===== config.mk =====
export PLATFORM = sky130hd
export DESIGN_NAME = pc_update_unit
export DESIGN_NICKNAME = d
export VERILOG_FILES = /design/src/rtl/pc_update_unit.sv
export SDC_FILE = /design/constraint.sdc
export NUM_CORES = 1
export LEC_CHECK = 0
export CAP_MARGIN = 20
export CORE_ASPECT_RATIO = 1.1
export CORE_UTILIZATION = 40
export DETAILED_ROUTE_END_ITERATION = 12
export PLACE_DENSITY = 0.75
export SYNTH_ARGS = -nofsm -noshare
export SYNTH_HDL_FRONTEND = slang
export SYNTH_SLANG_ARGS = --single-unit

===== constraint.sdc =====
create_clock -name CLK -period 4.31 [get_ports CLK]
set_input_delay 1.293 -clock CLK [delete_from_list [all_inputs] [get_ports CLK]]
set_output_delay 1.293 -clock CLK [all_outputs]
set_load 0.02 [all_outputs]

===== src/rtl/pc_update_unit.sv =====
// rtl/pc_update_unit.sv - program counter register and next-PC selector
// Sequential/branch/jump flow with stall holding and a saturating advance counter.
module pc_update_unit #(
    parameter logic [31:0] RESET_PC = 32'h0000_0000,
    parameter int unsigned CNT_W    = 16
) (
    input  logic             CLK,
    input  logic             RESET,
    input  logic [31:0]      PCADDED,
    input  logic             BRANCH,
    input  logic             JUMP,
    input  logic             ZERO,
    input  logic             BUSYWAIT,
    output logic [31:0]      PC,
    output logic [31:0]      PC_PLUS4,
    output logic             PC_VALID,
    output logic             REDIRECT,
    output logic [CNT_W-1:0] RETIRED
);

    typedef enum logic [1:0] {
        BOOT  = 2'b00,
        RUN   = 2'b01,
        STALL = 2'b10
    } state_e;

    state_e           state_q, state_d;
    logic [31:0]      pc_q, pc_d;
    logic [31:0]      pend_tgt_q, pend_tgt_d;
    logic             pend_q, pend_d;
    logic             redirect_q, redirect_d;
    logic [CNT_W-1:0] retired_q, retired_d;
    logic [CNT_W-1:0] retired_inc;
    logic             take;
    logic [31:0]      tgt;
    logic [31:0]      pc_plus4;

    assign take        = JUMP | (BRANCH & ZERO);
    assign tgt         = {PCADDED[31:2], 2'b00};
    assign pc_plus4    = pc_q + 32'd4;
    // Counter sticks at all-ones instead of wrapping.
    assign retired_inc = (&retired_q) ? retired_q : retired_q + CNT_W'(1);

    always_comb begin
        state_d    = state_q;
        pc_d       = pc_q;
        pend_d     = pend_q;
        pend_tgt_d = pend_tgt_q;
        redirect_d = 1'b0;
        retired_d  = retired_q;
        case (state_q)
            BOOT: begin
                state_d = RUN;
            end
            RUN: begin
                if (!BUSYWAIT) begin
                    pc_d       = take ? tgt : pc_plus4;
                    redirect_d = take;
                    retired_d  = retired_inc;
                end else begin
                    // Capture the flow decision now; inputs are ignored while stalled.
                    pend_d = take;
                    if (take) begin
                        pend_tgt_d = tgt;
                    end
                    state_d = STALL;
                end
            end
            STALL: begin
                if (!BUSYWAIT) begin
                    pc_d       = pend_q ? pend_tgt_q : pc_plus4;
                    redirect_d = pend_q;
                    retired_d  = retired_inc;
                    pend_d     = 1'b0;
                    state_d    = RUN;
                end
            end
            default: begin
                state_d = BOOT;
            end
        endcase
    end

    always_ff @(posedge CLK or negedge RESET) begin
        if (!RESET) begin
            state_q    <= BOOT;
            pc_q       <= RESET_PC;
            pend_q     <= 1'b0;
            pend_tgt_q <= 32'h0000_0000;
            redirect_q <= 1'b0;
            retired_q  <= '0;
        end else begin
            state_q    <= state_d;
            pc_q       <= pc_d;
            pend_q     <= pend_d;
            pend_tgt_q <= pend_tgt_d;
            redirect_q <= redirect_d;
            retired_q  <= retired_d;
        end
    end

    assign PC       = pc_q;
    assign PC_PLUS4 = pc_plus4;
    assign PC_VALID = (state_q == RUN) || (state_q == STALL);
    assign REDIRECT = redirect_q;
    assign RETIRED  = retired_q;

endmodule


==> summary.txt, run 1 <==
status = finished, final reports clean
Core Area = 11500 µm²
xor and xnor fraction of the mapped netlist area = 0.0743
Post-CTS Setup Bufs = 0
# clock sinks = 80
initial antenna violation count = 0
Die H = 116 µm
Sw Share = 0.413
total congestion overflow = 0
Area Growth Syn to Fin = 35.6%
Worst Hold Endpoint = RETIRED[15]
DRC viols = 0
Syn Area/Cell = 9.56 µm²
DR vias/cell = 5.82
reg2reg end = PC[9]
simple-gate area share of the yosys netlist = 0.177
Core Util, Final = 0.556
largest family of logic cells by synthesized area = simple AND/OR/NAND/NOR gates
Hold Vio Cnt, Final = 0
nets = 642
kind of cell adding the most delay to the critical path = simple AND/OR/NAND/NOR gates
Max-slew headroom = 0.431
Post-Layout Cell Count = 753
clock skew = 0.0101 ns
max incr delay on CP = 0.67 ns
Die W = 106 µm
post-DR wirelength/cell = 18.2 µm
via count = 4379
H-Tree Depth = 3
unrepaired setup endpoints after global routing = false
Final setup violation count = 0
post-route ant nets = 0
crit path launch type = flip-flop
crit-path max FO = 12
total internal power = 2.69 mW
GR Util All Layers = 0.230
diode count = 0
total negative slack = 0 ns
Synth area leaders = dfrtp_1, mux2_2, xnor2_1, o21ai_0, nand2_1
Reg2Reg Depth = 8
share of flip-flops with an asynchronous set or reset = 1.00
min-delay worst type = reg2reg
clk slew on worst S/H paths = 0.06 ns
Sw Pwr = 1.90 mW
worst-margin pin slew = 0.853 ns
number of buffers created by CTS = 9
post-layout min period = 4.14 ns
largest net degree at the start of global routing = 81
Cell Chain, Critical Path = ha_2 -> inv_1 -> or4_4 -> or3_1 -> nand2_1 -> clkdlybuf4s50_1
Gate Count Post-Synth = 493
drt first-iter violations = 400
Combinational Power Share = 0.496
Hold Path Depth = 1
die area = 12200 µm²
post-synthesis cell type count = 62
Worst Path Arrival = 2.85 ns
Final Wtd Congestion = 0.824
Worst Path Buf+Inv = 2
critical path class = reg2out
sequential area share after synthesis = 0.425
mux cell area share after synthesis = 0.0910
CP required = 3.02 ns
Syn Std Cell Area = 4710 µm²
worst-path cell with the longest stage delay = or4_4
register bit total from synthesis = 80
Port Buffers = 113
fin. max-slew vios = 0
Clock Path Buffers = 2
Root Driver = clkbuf_16
share of layout cells above drive strength 1 = 0.134
Cells after DPL = 737
io pins = 120
compound-cell area share of the yosys netlist = 0.169
MaxCap Viol Count = 0
worst vdd ir = 0.390 mV
Synth Warn # = 0
Yosys top cell by area = dfrtp_1
Worst-Skew Late Latency = 0.33 ns
Clock power frac = 0.181
Seq pwr share = 0.323
commonest non-fill, non-tap cell in the layout = clkdlybuf4s50_1
most frequent cells in the layout = clkdlybuf4s50_1, dfrtp_1, nand2_1
Synth Flop Type = dfrtp_1
vias in the first global route = 4338
Initial Util = 0.410
post-synthesis adder-cell area fraction = 0.0133
Std-Cell Rows = 41
Pre-antenna DRT Iters = 5
CTS tree = built
detailed placer's ending HPWL = 9670 µm
post-synth top area share = 0.425
final period utilization = 0.960
static leakage = 2.56 nW
Max Fclk = 0.242 GHz
global-route wire length before repair = 22100 µm
Reg-to-Reg Start = state_q[0]
EDFF count, synth = 0
Setup crit end kind = primary output
setup slack, reg-to-reg = 1.56 ns
P per Cell Area = 719 nW/µm²
WL final = 13700 µm
min-delay src = RETIRED[15]
## flip-flops by register name, indices dropped and copies added, names as in the netlist
register    cells
RETIRED        16
REDIRECT        1
pend_tgt_q     30
state_q         2
PC             30
pend_q          1
## worst reg2reg max path, cell delays in order, from the launching register on
cell	delay, ns
dfrtp_1	0.40
inv_1	0.09
ha_1	0.43
buf_4	0.28
o21ba_2	0.43
nand2b_1	0.30
nor2_1	0.29
nor2_1	0.21
o21ai_0	0.23
## cell type report
type | instances | area [µm²]
clock buffer | 10 | 239
clock inverter | 5 | 81.3
fill | 1033 | 5100
inverter | 21 | 78.8
multi-input combinational | 360 | 2530
sequential | 80 | 2000
tap | 150 | 188
timing repair buffer | 127 | 1270
## per-stage QoR
| stage | setup WS, ns | area, µm² | hold WS [ns] | total power [mW] |
|---|---|---|---|---|
| floorplan | 0.746 | 4730 | 0.472 | 2.75 |
| global placement | 0.367 | 6000 | 0.478 | 3.68 |
| detailed placement | 0.349 | 6000 | 0.481 | 3.75 |
| CTS | 0.00643 | 6320 | 0.498 | 4.60 |
| global route | 0.0455 | 6390 | 0.521 | 4.86 |
| finish | 0.171 | 6390 | 0.495 | 4.59 |
## power groups by stage
stage | logic (mW) | clock network, mW | registers [mW]
after floorplan | 1.22 | 0 | 1.53
after global placement | 2.22 | 0 | 1.46
after detailed placement | 2.26 | 0 | 1.48
after CTS | 2.28 | 0.842 | 1.47
after global routing | 2.44 | 0.880 | 1.53
final | 2.28 | 0.831 | 1.48
## Yosys cell counts (all sizes together) (5+ instances only)
cell type,count
dfrtp,80
nand2,40
o21ai,33
mux2,31
nor2,31
xnor2,30
clkbuf,22
inv,21
a21oi,19
nand4,17
nand3,15
buf,13
nor3,11
nor4,11
xor2,10
a222oi,8
mux2i,8
o22ai,7
a21o,6
a22oi,6
and4,6
o211ai,6
and3,5
ha,5
## layer usage
| metal | share of wire | routed length (µm) | global-route usage |
|---|---|---|---|
| met5 | 0 | 0 | 0 |
| met4 | 0.013 | 184 | 0.0759 |
| met3 | 0.084 | 1150 | 0.0681 |
| met2 | 0.49 | 6720 | 0.381 |
| met1 | 0.41 | 5620 | 0.290 |
## logic make-up after synthesis
kind of cell | Yosys count
flip-flops | 80
multiplexers | 39
XOR/XNOR | 40
adder cells (fa/ha/maj) | 5
buffers and inverters | 56
AO/OA/AOI/OAI | 116
AND/OR/NAND/NOR | 156
other | 1
## worst max-delay path by stage
stage | startpoint | endpoint | slack (ns) | depth (start not counted)
5_1_grt | PC[4] | PC_PLUS4[23] | 0.05 | 6
4_1_cts | PC[3] | PC_PLUS4[22] | 0.006 | 6
2_1_floorplan | PC[3] | PC_PLUS4[22] | 0.75 | 6
3_3_place_gp | PC[3] | PC_PLUS4[26] | 0.37 | 6
6_report | PC[3] | PC_PLUS4[16] | 0.17 | 6
3_5_place_dp | PC[3] | PC_PLUS4[26] | 0.35 | 6
## repair_timing
action                                  4_1_cts  5_1_grt
endpoints found under the setup margin        1        9
hold buffers                                  0        0
resized for setup                             1        9
No activity file was read; power rests on OpenSTA's default activity.
==> run 2: changes to the inputs <==
- CORE_UTILIZATION: 40 -> 54
- PLACE_DENSITY: 0.75 -> 0.95
==> run 2 against run 1 <==
  * First-iteration DRC count is 2.0% higher
  * Clock power is 36% lower
  * Die area is 25% lower
  * Critical endpoint is now PC_PLUS4[24]
  * Wire length up 0.43%
  * Maximum frequency down 2.1%
  * Combinational power is essentially flat
  * Largest power group unchanged
  * Clock skew down 0.0031 ns
  * Sequential cell count unchanged
  * Non-clock buffer count is 2 lower
  * Via count is 3.7% higher
==> summary.txt, run 2 (synthesis results as in run 1) <==
Seq pwr share = 0.347
multi-input logic area = 2510 µm²
global-route wire length before repair = 22300 µm
Die H = 100 µm
WL final = 13700 µm
vias in the first global route = 4589
post-DR wirelength/cell = 19.3 µm
Sw Share = 0.443
static leakage = 2.45 nW
diode count = 0
Hold Vio Cnt, Final = 0
fin. max-slew vios = 0
post-route ant nets = 0
total negative slack = 0 ns
post-layout min period = 4.23 ns
Reg-to-Reg Start = pend_q
final instance area = 6170 µm²
number of fill cells = 594
DR vias/cell = 6.37
total internal power = 2.40 mW
P per Cell Area = 699 nW/µm²
Post-CTS Hold Fix Bufs = 0
Final setup violation count = 0
H-Tree Depth = 3
Max Fclk = 0.237 GHz
setup slack, reg-to-reg = 1.47 ns
Core Area = 8410 µm²
final period utilization = 0.980
worst vdd ir = 0.544 mV
clk slew on worst S/H paths = 0.09 ns
io pins = 120
commonest non-fill, non-tap cell in the layout = clkdlybuf4s50_1
CTS tree = built
CP startpoint = PC[3]
unrepaired setup endpoints after global routing = false
DRC viols = 0
nets = 640
GR Util All Layers = 0.308
Worst-Skew Late Latency = 0.36 ns
# clock sinks = 80
die area = 9110 µm²
share of layout cells above drive strength 1 = 0.133
via count = 4539
Port Buffers = 113
Sw Pwr = 1.91 mW
Initial Util = 0.561
CP required = 3.02 ns
crit-path max FO = 12
register area = 2010 µm²
drt first-iter violations = 408
Die W = 91.1 µm
Post-CTS Setup Bufs = 0
most frequent cells in the layout = clkdlybuf4s50_1, dfrtp_1, nand2_1
MaxCap Viol Count = 0
Max-slew headroom = 0.286
crit path launch type = flip-flop
critical path class = reg2out
min-delay worst type = reg2reg
min-delay src = RETIRED[10]
detailed placer's ending HPWL = 9690 µm
Clock power frac = 0.123
Final WS setup = 0.0841 ns
Worst Path Arrival = 2.93 ns
Setup crit end kind = primary output
Area Growth Syn to Fin = 30.8%
Root Driver = clkbuf_8
total congestion overflow = 0
worst slack, placed = 0.333 ns
clock skew = 0.00698 ns
dpl cell area = 5930 µm²
initial antenna violation count = 0
Std-Cell Rows = 35
Clock Path Buffers = 2
largest net degree at the start of global routing = 81
status = finished, final reports clean
worst-margin pin slew = 1.07 ns
Final Wtd Congestion = 0.874
Pre-antenna DRT Iters = 8
Combinational Power Share = 0.530
number of buffers created by CTS = 9
run 2: cell types whose count changed in the layout (fill, tap and decap cells not counted), sizes merged:
cell,delta
clkinvlp,+1
bufinv,-2
inv,+2
buf,-2
run 2: worst paths after layout:
path | endpoint | cells after the start
worst max register to register | PC[14] | 5
min in group asynchronous | PC[19] | 1
max in group asynchronous | pend_tgt_q[10] | 2
worst min-delay path | RETIRED[10] | 1
worst min register to register | RETIRED[10] | 1
worst max-delay path | PC_PLUS4[24] | 6
run 2: power groups by stage:
stage | Clock (mW) | Combinational [mW] | Sequential [mW]
final | 0.532 | 2.28 | 1.50
after global routing | 0.568 | 2.43 | 1.54
after CTS | 0.531 | 2.27 | 1.48
after detailed placement | 0 | 2.26 | 1.49
after global placement | 0 | 2.18 | 1.45
after floorplan | 0 | 1.22 | 1.53
run 2: timing repair:
action | CTS | global route
endpoints found under the setup margin | 3 | 5
cloned | 0 | 0
pin swaps | 0 | 0
gates resized for setup | 5 | 3
run 2: routing by layer:
metal  vias to the layer above  routed length [µm]  share of wire  global-route usage
met5                         -                   0              0                   0
met4                         0                 327          0.024               0.125
met3                        41                1080          0.078              0.0561
met2                       273                6970           0.51               0.543
met1                      2220                5360           0.39               0.376
li1                       2005                   -              -                   -
run 2: layout make-up:
cell class / instances / area share
Clock buffer: 10 / 0.0223
Multi-Input combinational cell: 360 / 0.407
Tap cell: 111 / 0.0225
Clock inverter: 6 / 0.00812
Timing Repair Buffer: 125 / 0.202
Inverter: 21 / 0.0128
Sequential cell: 80 / 0.325
run 2: critical path: stages, from the launching register on:
cell,delay [ns]
dfrtp_2,0.45
ha_2,0.26
inv_1,0.10
or4_4,0.65
nor4_2,0.30
xnor2_1,0.18
clkdlybuf4s50_1,0.63
run 2: through the flow:
| stage | hold slack (ns) | util | power [mW] | std cells |
|---|---|---|---|---|
| after global routing | 0.527 | 0.733 | 4.54 | 713 |
| after floorplan | 0.472 | - | 2.75 | 496 |
| final | 0.494 | 0.733 | 4.31 | 713 |
| after CTS | 0.497 | 0.730 | 4.28 | 712 |
| after global placement | 0.479 | 0.706 | 3.63 | 696 |
| after detailed placement | 0.482 | 0.706 | 3.74 | 696 |
